==> src/rtl/residual_add_pkg.sv <==
// residual_add_pkg
//   Shared helpers for the residual add stream:
//   - beats_f      : number of beats per token (DIMENTION / LANES)
//   - sat_max_f    : most positive value of a signed field of the given width
//   - sat_min_f    : most negative value of a signed field of the given width
//   - clip         : clamps (or passes through) a wide signed value and reports
//                    whether it clamped, packed as {sat, result}
//   Values are carried in a MAXW-bit container so that one function serves
//   every width. Callers keep only the low bits they need.
package residual_add_pkg;

  localparam int MAXW = 64;

  typedef struct packed {
    logic             sat;
    logic [MAXW-1:0]  result;
  } clip_t;

  function automatic int beats_f(input int dimention, input int lanes);
    return dimention / lanes;
  endfunction

  function automatic logic signed [MAXW-1:0] sat_max_f(input int width);
    logic [MAXW-1:0] one;
    one = MAXW'(1);
    return signed'((one << (width - 1)) - one);
  endfunction

  function automatic logic signed [MAXW-1:0] sat_min_f(input int width);
    logic [MAXW-1:0] one;
    one = MAXW'(1);
    return signed'(~((one << (width - 1)) - one));
  endfunction

  // Without saturation the value is returned unchanged; the caller's
  // truncation to its own width gives two's-complement wrap. When the output
  // is wider than the exact result, no clamp can trigger, so sat stays 0.
  function automatic clip_t clip(input logic signed [MAXW-1:0] value,
                                 input int                     width,
                                 input bit                     saturate);
    clip_t c;
    c.sat    = 1'b0;
    c.result = value;
    if (saturate) begin
      if (value > sat_max_f(width)) begin
        c.sat    = 1'b1;
        c.result = sat_max_f(width);
      end else if (value < sat_min_f(width)) begin
        c.sat    = 1'b1;
        c.result = sat_min_f(width);
      end
    end
    return c;
  endfunction

endpackage

==> src/rtl/sat_clip_lane.sv <==
// sat_clip_lane
//   One lane of the output stage: takes the exact (WIDTH_IN)-bit signed sum
//   and produces the WIDTH_OUT-bit output element, either clamped
//   (SATURATE=1) or wrapped (SATURATE=0).
// Ports
//   raw     in   WIDTH_IN   exact signed sum/difference from the first stage
//   result  out  WIDTH_OUT  output element
//   sat     out  1          high when this lane was clamped
module sat_clip_lane
  import residual_add_pkg::*;
#(
  parameter int WIDTH_IN  = 33,
  parameter int WIDTH_OUT = 32,
  parameter int SATURATE  = 1
) (
  input  logic signed [WIDTH_IN-1:0]  raw,
  output logic        [WIDTH_OUT-1:0] result,
  output logic                        sat
);

  clip_t                       c;
  logic [MAXW-1:WIDTH_OUT]     hi_unused;

  always_comb begin
    c = clip(MAXW'(raw), WIDTH_OUT, SATURATE != 0);
  end

  assign result    = c.result[WIDTH_OUT-1:0];
  assign sat       = c.sat;
  // Upper container bits are either sign copies or discarded by the wrap.
  assign hi_unused = c.result[MAXW-1:WIDTH_OUT];

endmodule

==> src/rtl/residual_add_stream.sv <==
// residual_add_stream
//   Streaming element-wise residual adder. A token of DIMENTION elements
//   arrives as BEATS = DIMENTION/LANES beats of LANES signed elements per
//   operand. Two register stages: S1 holds the exact per-lane sum or
//   difference, S2 holds the clipped output. Accept-to-out_valid latency is
//   two cycles; full throughput with no bubble when out_ready stays high.
// Ports
//   clk        in   1                  rising-edge clock
//   rst_n      in   1                  asynchronous active-low reset
//   in_valid   in   1                  input beat valid
//   in_ready   out  1                  input beat accepted on in_valid && in_ready
//   mode_sub   in   1                  0: addend1+addend2, 1: addend1-addend2 (per beat)
//   addend1    in   LANES*WIDTH_ADDEND lane i at [(i+1)*WIDTH_ADDEND-1 : i*WIDTH_ADDEND]
//   addend2    in   LANES*WIDTH_ADDEND same packing
//   out_valid  out  1                  output beat valid
//   out_ready  in   1                  downstream accepts on out_valid && out_ready
//   sum        out  LANES*WIDTH_SUM    lane i at [(i+1)*WIDTH_SUM-1 : i*WIDTH_SUM]
//   out_last   out  1                  final beat of a token
//   out_sat    out  1                  at least one lane clamped in this beat
//   token_cnt  out  16                 tokens fully emitted since reset (wraps)
module residual_add_stream
  import residual_add_pkg::*;
#(
  parameter int LANES        = 16,
  parameter int DIMENTION    = 768,
  parameter int WIDTH_ADDEND = 32,
  parameter int WIDTH_SUM    = 32,
  parameter int SATURATE     = 1
) (
  input  logic                            clk,
  input  logic                            rst_n,
  input  logic                            in_valid,
  output logic                            in_ready,
  input  logic                            mode_sub,
  input  logic [LANES*WIDTH_ADDEND-1:0]   addend1,
  input  logic [LANES*WIDTH_ADDEND-1:0]   addend2,
  output logic                            out_valid,
  input  logic                            out_ready,
  output logic [LANES*WIDTH_SUM-1:0]      sum,
  output logic                            out_last,
  output logic                            out_sat,
  output logic [15:0]                     token_cnt
);

  localparam int BEATS = beats_f(DIMENTION, LANES);
  localparam int BCW   = (BEATS > 1) ? $clog2(BEATS) : 1;
  localparam int WR    = WIDTH_ADDEND + 1;
  localparam logic [BCW-1:0] LAST_BEAT = BCW'(BEATS - 1);

  if (DIMENTION % LANES != 0) begin : g_chk_dim
    $error("residual_add_stream: DIMENTION must be a multiple of LANES");
  end
  if (WIDTH_SUM < WIDTH_ADDEND) begin : g_chk_width
    $error("residual_add_stream: WIDTH_SUM must be >= WIDTH_ADDEND");
  end
  if (WIDTH_SUM >= MAXW || WR >= MAXW) begin : g_chk_max
    $error("residual_add_stream: element widths must stay below the clip container width");
  end

  logic                    s1_valid;
  logic                    s1_last;
  logic [LANES*WR-1:0]     s1_raw;
  logic [LANES*WR-1:0]     raw_next;
  logic [LANES*WIDTH_SUM-1:0] clip_res;
  logic [LANES-1:0]        clip_sat;
  logic [BCW-1:0]          in_beat_cnt;
  logic                    s1_ready;
  logic                    s2_ready;
  logic                    in_fire;
  logic                    out_fire;

  // Each stage may take a new beat when empty or when its content leaves in
  // the same cycle, so a full pipeline still moves one beat per cycle.
  assign s2_ready = !out_valid || out_ready;
  assign s1_ready = !s1_valid || s2_ready;
  assign in_ready = s1_ready;
  assign in_fire  = in_valid && in_ready;
  assign out_fire = out_valid && out_ready;

  for (genvar i = 0; i < LANES; i++) begin : g_lane
    logic signed [WR-1:0] op1;
    logic signed [WR-1:0] op2;

    // One extra bit makes the sum/difference exact for any operand pair.
    assign op1 = {addend1[(i+1)*WIDTH_ADDEND-1], addend1[i*WIDTH_ADDEND +: WIDTH_ADDEND]};
    assign op2 = {addend2[(i+1)*WIDTH_ADDEND-1], addend2[i*WIDTH_ADDEND +: WIDTH_ADDEND]};
    assign raw_next[i*WR +: WR] = mode_sub ? (op1 - op2) : (op1 + op2);

    sat_clip_lane #(
      .WIDTH_IN  (WR),
      .WIDTH_OUT (WIDTH_SUM),
      .SATURATE  (SATURATE)
    ) u_clip (
      .raw    (s1_raw[i*WR +: WR]),
      .result (clip_res[i*WIDTH_SUM +: WIDTH_SUM]),
      .sat    (clip_sat[i])
    );
  end

  always_ff @(posedge clk or negedge rst_n) begin
    if (!rst_n) begin
      in_beat_cnt <= '0;
    end else if (in_fire) begin
      in_beat_cnt <= (in_beat_cnt == LAST_BEAT) ? '0 : in_beat_cnt + BCW'(1);
    end
  end

  always_ff @(posedge clk or negedge rst_n) begin
    if (!rst_n) begin
      s1_valid <= 1'b0;
      s1_last  <= 1'b0;
      s1_raw   <= '0;
    end else if (s1_ready) begin
      s1_valid <= in_valid;
      if (in_valid) begin
        s1_raw  <= raw_next;
        s1_last <= (in_beat_cnt == LAST_BEAT);
      end
    end
  end

  // Output registers only change when S2 can advance, which keeps a stalled
  // beat stable until it is accepted.
  always_ff @(posedge clk or negedge rst_n) begin
    if (!rst_n) begin
      out_valid <= 1'b0;
      sum       <= '0;
      out_last  <= 1'b0;
      out_sat   <= 1'b0;
    end else if (s2_ready) begin
      out_valid <= s1_valid;
      if (s1_valid) begin
        sum      <= clip_res;
        out_last <= s1_last;
        out_sat  <= |clip_sat;
      end
    end
  end

  always_ff @(posedge clk or negedge rst_n) begin
    if (!rst_n) begin
      token_cnt <= '0;
    end else if (out_fire && out_last) begin
      token_cnt <= token_cnt + 16'd1;
    end
  end

endmodule
==> config.mk <==
export PLATFORM = sky130hd
export DESIGN_NAME = residual_add_stream
export DESIGN_NICKNAME = d
export VERILOG_FILES = /design/src/rtl/residual_add_pkg.sv /design/src/rtl/sat_clip_lane.sv /design/src/rtl/residual_add_stream.sv
export SDC_FILE = /design/constraint.sdc
export NUM_CORES = 2
export LEC_CHECK = 0
export CAP_MARGIN = 30
export CORE_AREA = 2 2 612 614
export CTS_CLUSTER_SIZE = 10
export DETAILED_ROUTE_END_ITERATION = 8
export DIE_AREA = 0 0 614 616
export HOLD_SLACK_MARGIN = 0.06
export SETUP_SLACK_MARGIN = 0.05
export SYNTH_ARGS = -nofsm -noshare
export SYNTH_HDL_FRONTEND = slang
export SYNTH_HIERARCHICAL = 1
export SYNTH_SLANG_ARGS = --single-unit
==> constraint.sdc <==
create_clock -name clk -period 4.65 [get_ports clk]
set_input_delay 0.6975 -clock clk [delete_from_list [all_inputs] [get_ports clk]]
set_output_delay 0.6975 -clock clk [all_outputs]
set_load 0.01 [all_outputs]
======== After elaboration in Yosys (flattened, before gate mapping) ========
Index checks and enable logic that the tools add are counted.
storage, ports and cells
  register bits ........................... 1067
  bits of input ports ..................... 1029
  output and inout port bits .............. 532
operators by class
  add/subtract/negate cells ............... 34
  order comparisons ....................... 32
  equal/unequal tests ..................... 1
  muxes and demuxes ....................... 49
  reduce and logical (&&, ||, !) cells .... 10
operator list
  cell                                                           count
  2-to-1 mux 65 bit                                              32
  adder 32 x 32 -> 33 bit                                        16
  > comparator 33 x 32 -> 1 bit (second input constant)          16
  less-than comparator 33 x 32 -> 1 bit (second input constant)  16
  2-to-1 mux 33 bit                                              16
  subtractor 32 x 32 -> 33 bit                                   16
  adder 16 x 1 -> 16 bit (second input constant)                 1
  OR reduction 16 bit                                            1
  adder 6 x 1 -> 6 bit (second input constant)                   1
  == test 6 bit (second input constant)                          1
  2-to-1 mux 6 bit                                               1
  AND reduction 2 bit                                            2
  logical AND 1 bit                                              3
  zero test 1 bit                                                2
  logical OR 1 bit                                               2

======== Logic depth before layout (Yosys ltp) ========
  depth after elaboration ................. 4
  gate-level depth with buffers ........... 22
  gate-level depth less buffers ........... 21

======== Cells and area by module ========
Netlist, hierarchy kept.
by module, submodules not included
  module               times used  cells each  area an instance (µm²)  seq. area each (µm²)
  residual_add_stream  1           8363        75357.3                 26700.6
  sat_clip_lane        16          105         643.1                   0.0

======== Worst setup path before layout ========
OpenSTA, ideal clock, no wires.
  path type ............................... input -> register
  start ................................... input port mode_sub
  end ..................................... register s1_raw[461]
  setup time .............................. 0.082 ns
  arrival time ............................ 5.470 ns
  required time ........................... 4.568 ns
  path slack .............................. -0.902 ns
  stages on the path ...................... 18
  path buffers ............................ 6
  cells stage by stage .................... clkbuf_1 -> clkbuf_1 -> clkbuf_1 -> clkbuf_1 -> buf_1 -> buf_1 -> mux2i_1 -> fa_1 -> a21o_1 -> a21o_1 -> a21oi_2 -> o211ai_1 -> a221oi_1 -> o31ai_1 -> a221oi_1 -> nor3_1 -> or4_1 -> a31oi_1
on the way
  word-level cells in the longest chain between the ends .. 1
ends and longest elaborated chain
  what                  line                        RTL
  from (decl)           residual_add_stream.sv:34   input logic mode_sub,
  2-to-1 mux 33 bit     residual_add_stream.sv:87   assign raw_next[i*WR +: WR] = mode_sub ? (op1 - op2) : (op1 + op2);
  to (signal assigned)  residual_add_stream.sv:116  s1_raw <= raw_next;
  to (decl)             residual_add_stream.sv:62   logic [LANES*WR-1:0] s1_raw;
Every way passes these cells.
A chain may end at the register's enable or synchronous reset.

======== Worst setup path in the final report ========
  start ................................... input port addend2[7]
  end ..................................... register s1_raw[31]
on the way
  word-level cells in the longest chain between the ends .. 2
  elaborated cells between the ends (all ways) .. 3
  classes of those cells .................. 2 x add/sub; 1 x mux
ends and longest elaborated chain
  what                                                                     line                       RTL
  from (decl)                                                              residual_add_stream.sv:36  input logic [LANES*WIDTH_ADDEND-1:0] addend2,
  adder 32 x 32 -> 33 bit or subtractor 32 x 32 -> 33 bit (tied branches)  residual_add_stream.sv:87
  2-to-1 mux 33 bit (*)                                                    residual_add_stream.sv:87
Mark *: on every way between the ends. The rest lies on a longest branch, timed or not.

==> flow_metrics.env <==
export IMPL_status="finished clean"
export IMPL_skew_ns=0.05087
export IMPL_first_global_vias=82070
export IMPL_crit_buf_inv=1
export IMPL_coreArea_mm2=0.3714
export IMPL_hold_viol=0
export IMPL_grt_max_degree=130
export IMPL_timing_rr_end="out_sat"
export IMPL_detail_route_wl_per_cell_um=21.89
export IMPL_worstPathCellList="clkdlybuf4s50_1 -> or4_1 -> nor3_2 -> nor3b_4 -> nand2_1 -> nor2_2 -> and3_1 -> nand2_1 -> nor2_1 -> a21oi_1 -> xnor2_1 -> ha_1 -> a21o_1 -> a21oi_1 -> o21ai_0 -> a21o_1 -> a221o_1 -> nor4_1 -> nor3_1 -> xnor2_1 -> o21ai_0"
export IMPL_clockRootBuffer="clkbuf_16"
export IMPL_total_power_uw=55200
export IMPL_hold_depth=2
export IMPL_clk_latency_ns=0.82
export IMPL_syn_nets=11620
export IMPL_path_max_fanout=3
export IMPL_numCtsBuffers=147
export IMPL_avgViaCountPerCell=4.703
export IMPL_rows=224
export IMPL_synth_cells=10040
export IMPL_crit_path_end_kind="flop"
export IMPL_crit_slowest_cell="or4_1"
export IMPL_worst_slack_ns=0.2427
export IMPL_worst_slew_pin_slew_ns=0.9348
export IMPL_first_pass_iters=5
export IMPL_dpl_instance_area_mm2=0.1177
export IMPL_num_vias=85000
export IMPL_yosysSeqAreaShare=0.3118
export IMPL_io_buffers=1560
export IMPL_start_util=0.2306
export IMPL_finalSetupViolCount=0
export IMPL_htreeDepth=4
export IMPL_drive_gt1_frac=0.2439
export IMPL_cts_max_path_buffers=4
export IMPL_tritoncts="built"
export IMPL_final_area_mm2=0.1228
export IMPL_hp_start="s1_raw[285]"
export IMPL_p_leak_uw=0.05343
export IMPL_first_iter_violations=6125
export IMPL_track_usage=0.2015
export IMPL_synth_flop_cell="dfrtp_1"
export IMPL_pre_cts_slack_ns=-0.8099
export IMPL_drv_cap=0
export IMPL_post_cts_setup_buffer_count=0
export IMPL_wirelength_um=395600
export IMPL_wl_met2_um=186400
export IMPL_fmax_mhz=226.9
export IMPL_ys_warn_count=6
export IMPL_synth_edff_count=0
export IMPL_synth_top_area_frac=0.3118
export IMPL_required_ns=5.34
export IMPL_dieArea_mm2=0.3782
export IMPL_ios=1561
export IMPL_drc=0
export IMPL_ys_ff_latch=1067
export IMPL_antenna_found_initial=158
export IMPL_start_kind="input pin"
export IMPL_path_class="in -> reg"
export IMPL_yosys_area_top_type="dfrtp_1"
export IMPL_met3WireLength_um=26410
export IMPL_numClockSinks=1067
export IMPL_ir_worst_vdd_v=0.0003555
export IMPL_rsz0062_at_grt="true"
export IMPL_max_stage_delay_ns=0.58
export IMPL_finalCriticalPeriod_ns=4.407
export IMPL_die_h_um=616
export IMPL_r2r_start="s1_raw[64]"
export IMPL_finalCritPeriodShare=0.9478
export IMPL_yosysUniqueCellTypes=87
export IMPL_grt_pass1_wl_um=567100
export IMPL_p_per_area_mw_per_mm2=449.7
export IMPL_area_delta_synth_final_pct=43.33
export IMPL_reg2reg_depth=6
export IMPL_detail_route_antenna_nets=0
export IMPL_drt_met1_wl_um=167400
export IMPL_syn_area_per_cell_um2=8.528
export IMPL_gp_congestion=0.9996
export IMPL_crit_family="simple AND/OR/NAND/NOR gates"
export IMPL_grt_overflow=0
export IMPL_dpl_hpwl_um=332400
export IMPL_clk_pin_slew_worst_paths_ns=0.06
export IMPL_slew_headroom=0.3768
export IMPL_die_w_um=614
export IMPL_syn_cell_area_mm2=0.08565
export IMPL_crit_arrival_ns=5.10
export IMPL_hold_class="reg -> reg"
export IMPL_async_reset_ff_frac=1.000
export IMPL_top_layer="met5"
export IMPL_drv_slew=0
export IMPL_yosys_top_cells_area="dfrtp_1, ha_1, mux2_2"
export IMPL_rrSetupSlack_ns=2.14
export IMPL_holdPathEnd="s1_raw[285]"
export IMPL_final_nets=14500
registers in the layout, indices dropped and copies added (netlist names):
name / cells
in_beat_cnt: 6
out_last: 1
out_sat: 1
out_valid: 1
s1_last: 1
s1_raw: 528
s1_valid: 1
sum: 512
token_cnt: 16
metal layers:
metal  vias to the layer above  track usage
met5                         -    0.0003831
met4                        66      0.07819
met3                       602      0.04502
met2                      2400       0.3340
met1                     40640       0.2526
li1                      41290            -
power breakdown:
group	internal [uW]	switching [uW]	total, uW
sequential	12900	3080	16000
combinational	13400	14400	27800
clock	6610	4730	11300
worst register-to-register path, cell delays in order (launching register included):
cell and delay [ns]:
dfrtp_2 0.33, buf_4 0.53, xor2_1 0.22, nor4_2 0.63
buf_4 0.28, and4_1 0.29, o21ai_0 0.10
synthesized netlist by cell type (70+ instances only):
| cell | count |
|---|---|
| nand2_1 | 1433 |
| dfrtp_1 | 1067 |
| nor2_1 | 888 |
| o21ai_0 | 772 |
| xnor2_1 | 664 |
| a21oi_1 | 660 |
| ha_1 | 530 |
| mux2_2 | 526 |
| o21ai_2 | 480 |
| a21o_1 | 348 |
| clkbuf_1 | 314 |
| xor2_1 | 304 |
| inv_1 | 204 |
| nor3_1 | 170 |
| nor2_2 | 160 |
| nand3_1 | 127 |
| buf_6 | 96 |
| nor4_1 | 95 |
| nand2b_1 | 91 |
| nand4_1 | 85 |
| and3_1 | 74 |
| a31oi_1 | 70 |
how the worst max path moves through the flow:
stage               cells past startpoint          from  slack, ns     endpoint
floorplan                              18      mode_sub      0.002  s1_raw[461]
global placement                       21    addend2[6]      -0.97   s1_raw[31]
detailed placement                     21    addend2[6]      -0.81   s1_raw[31]
CTS                                    21    addend2[6]       0.10   s1_raw[31]
global route                           21  addend2[167]       0.04  s1_raw[195]
finish                                 21    addend2[7]       0.24   s1_raw[31]
repair_timing:
item | CTS | global route
resized for setup | 0 | 21
hold buffers | 1 | 0
hold endpoints to repair | 29 | 0
endpoints found under the setup margin | 0 | 29
layout make-up:
cell class                 instances  area [um^2]
antenna                           92        230.2
sequential                      1067        26740
multi-input combinational       8261        55390
clock inverter                    44        563.0
tap                             4972         6221
timing repair buffer            3240        28740
inverter                         204        770.7
fill                           38770       248600
clock buffer                     195         4110
kinds of logic (layout without fill, tap and decap cells):
logic type                 Yosys count  after routing  share of synthesized area
AOI/OAI and AO/OA                 2808           2808                     0.2135
xor gates and xnor gates           969            969                    0.09925
adders and majority gates          546            546                    0.08117
buffers and inverters              715           3683                    0.04399
DFF                               1067           1067                     0.3118
muxes                              553            553                    0.07231
other                                0             92                          0
and+or+nand+nor                   3385           3385                     0.1780
stage by stage:
step,hold slack (ns),util,std cells,setup TNS [ns]
after global routing,0.4977,0.3304,18050,0
after global placement,0.4728,0.3168,17740,-42.63
final,0.4940,0.3306,18080,0
after floorplan,0.4019,-,10040,0
after detailed placement,0.4777,0.3169,17740,-44.21
after CTS,0.4436,0.3296,17980,0
placed cells by master, fill, tap and decap left out, types with 167 or more instances in the layout:
cell type,n
ha_1,530
mux2_2,526
a21oi_1,659
dfrtp_1,1035
nor3_1,167
inv_1,203
a21o_1,348
nor2_1,887
o21ai_2,480
clkdlybuf4s50_1,1557
buf_4,1638
xnor2_1,664
xor2_1,303
o21ai_0,771
nand2_1,1431
No activity file was read; power rests on OpenSTA's default activity.
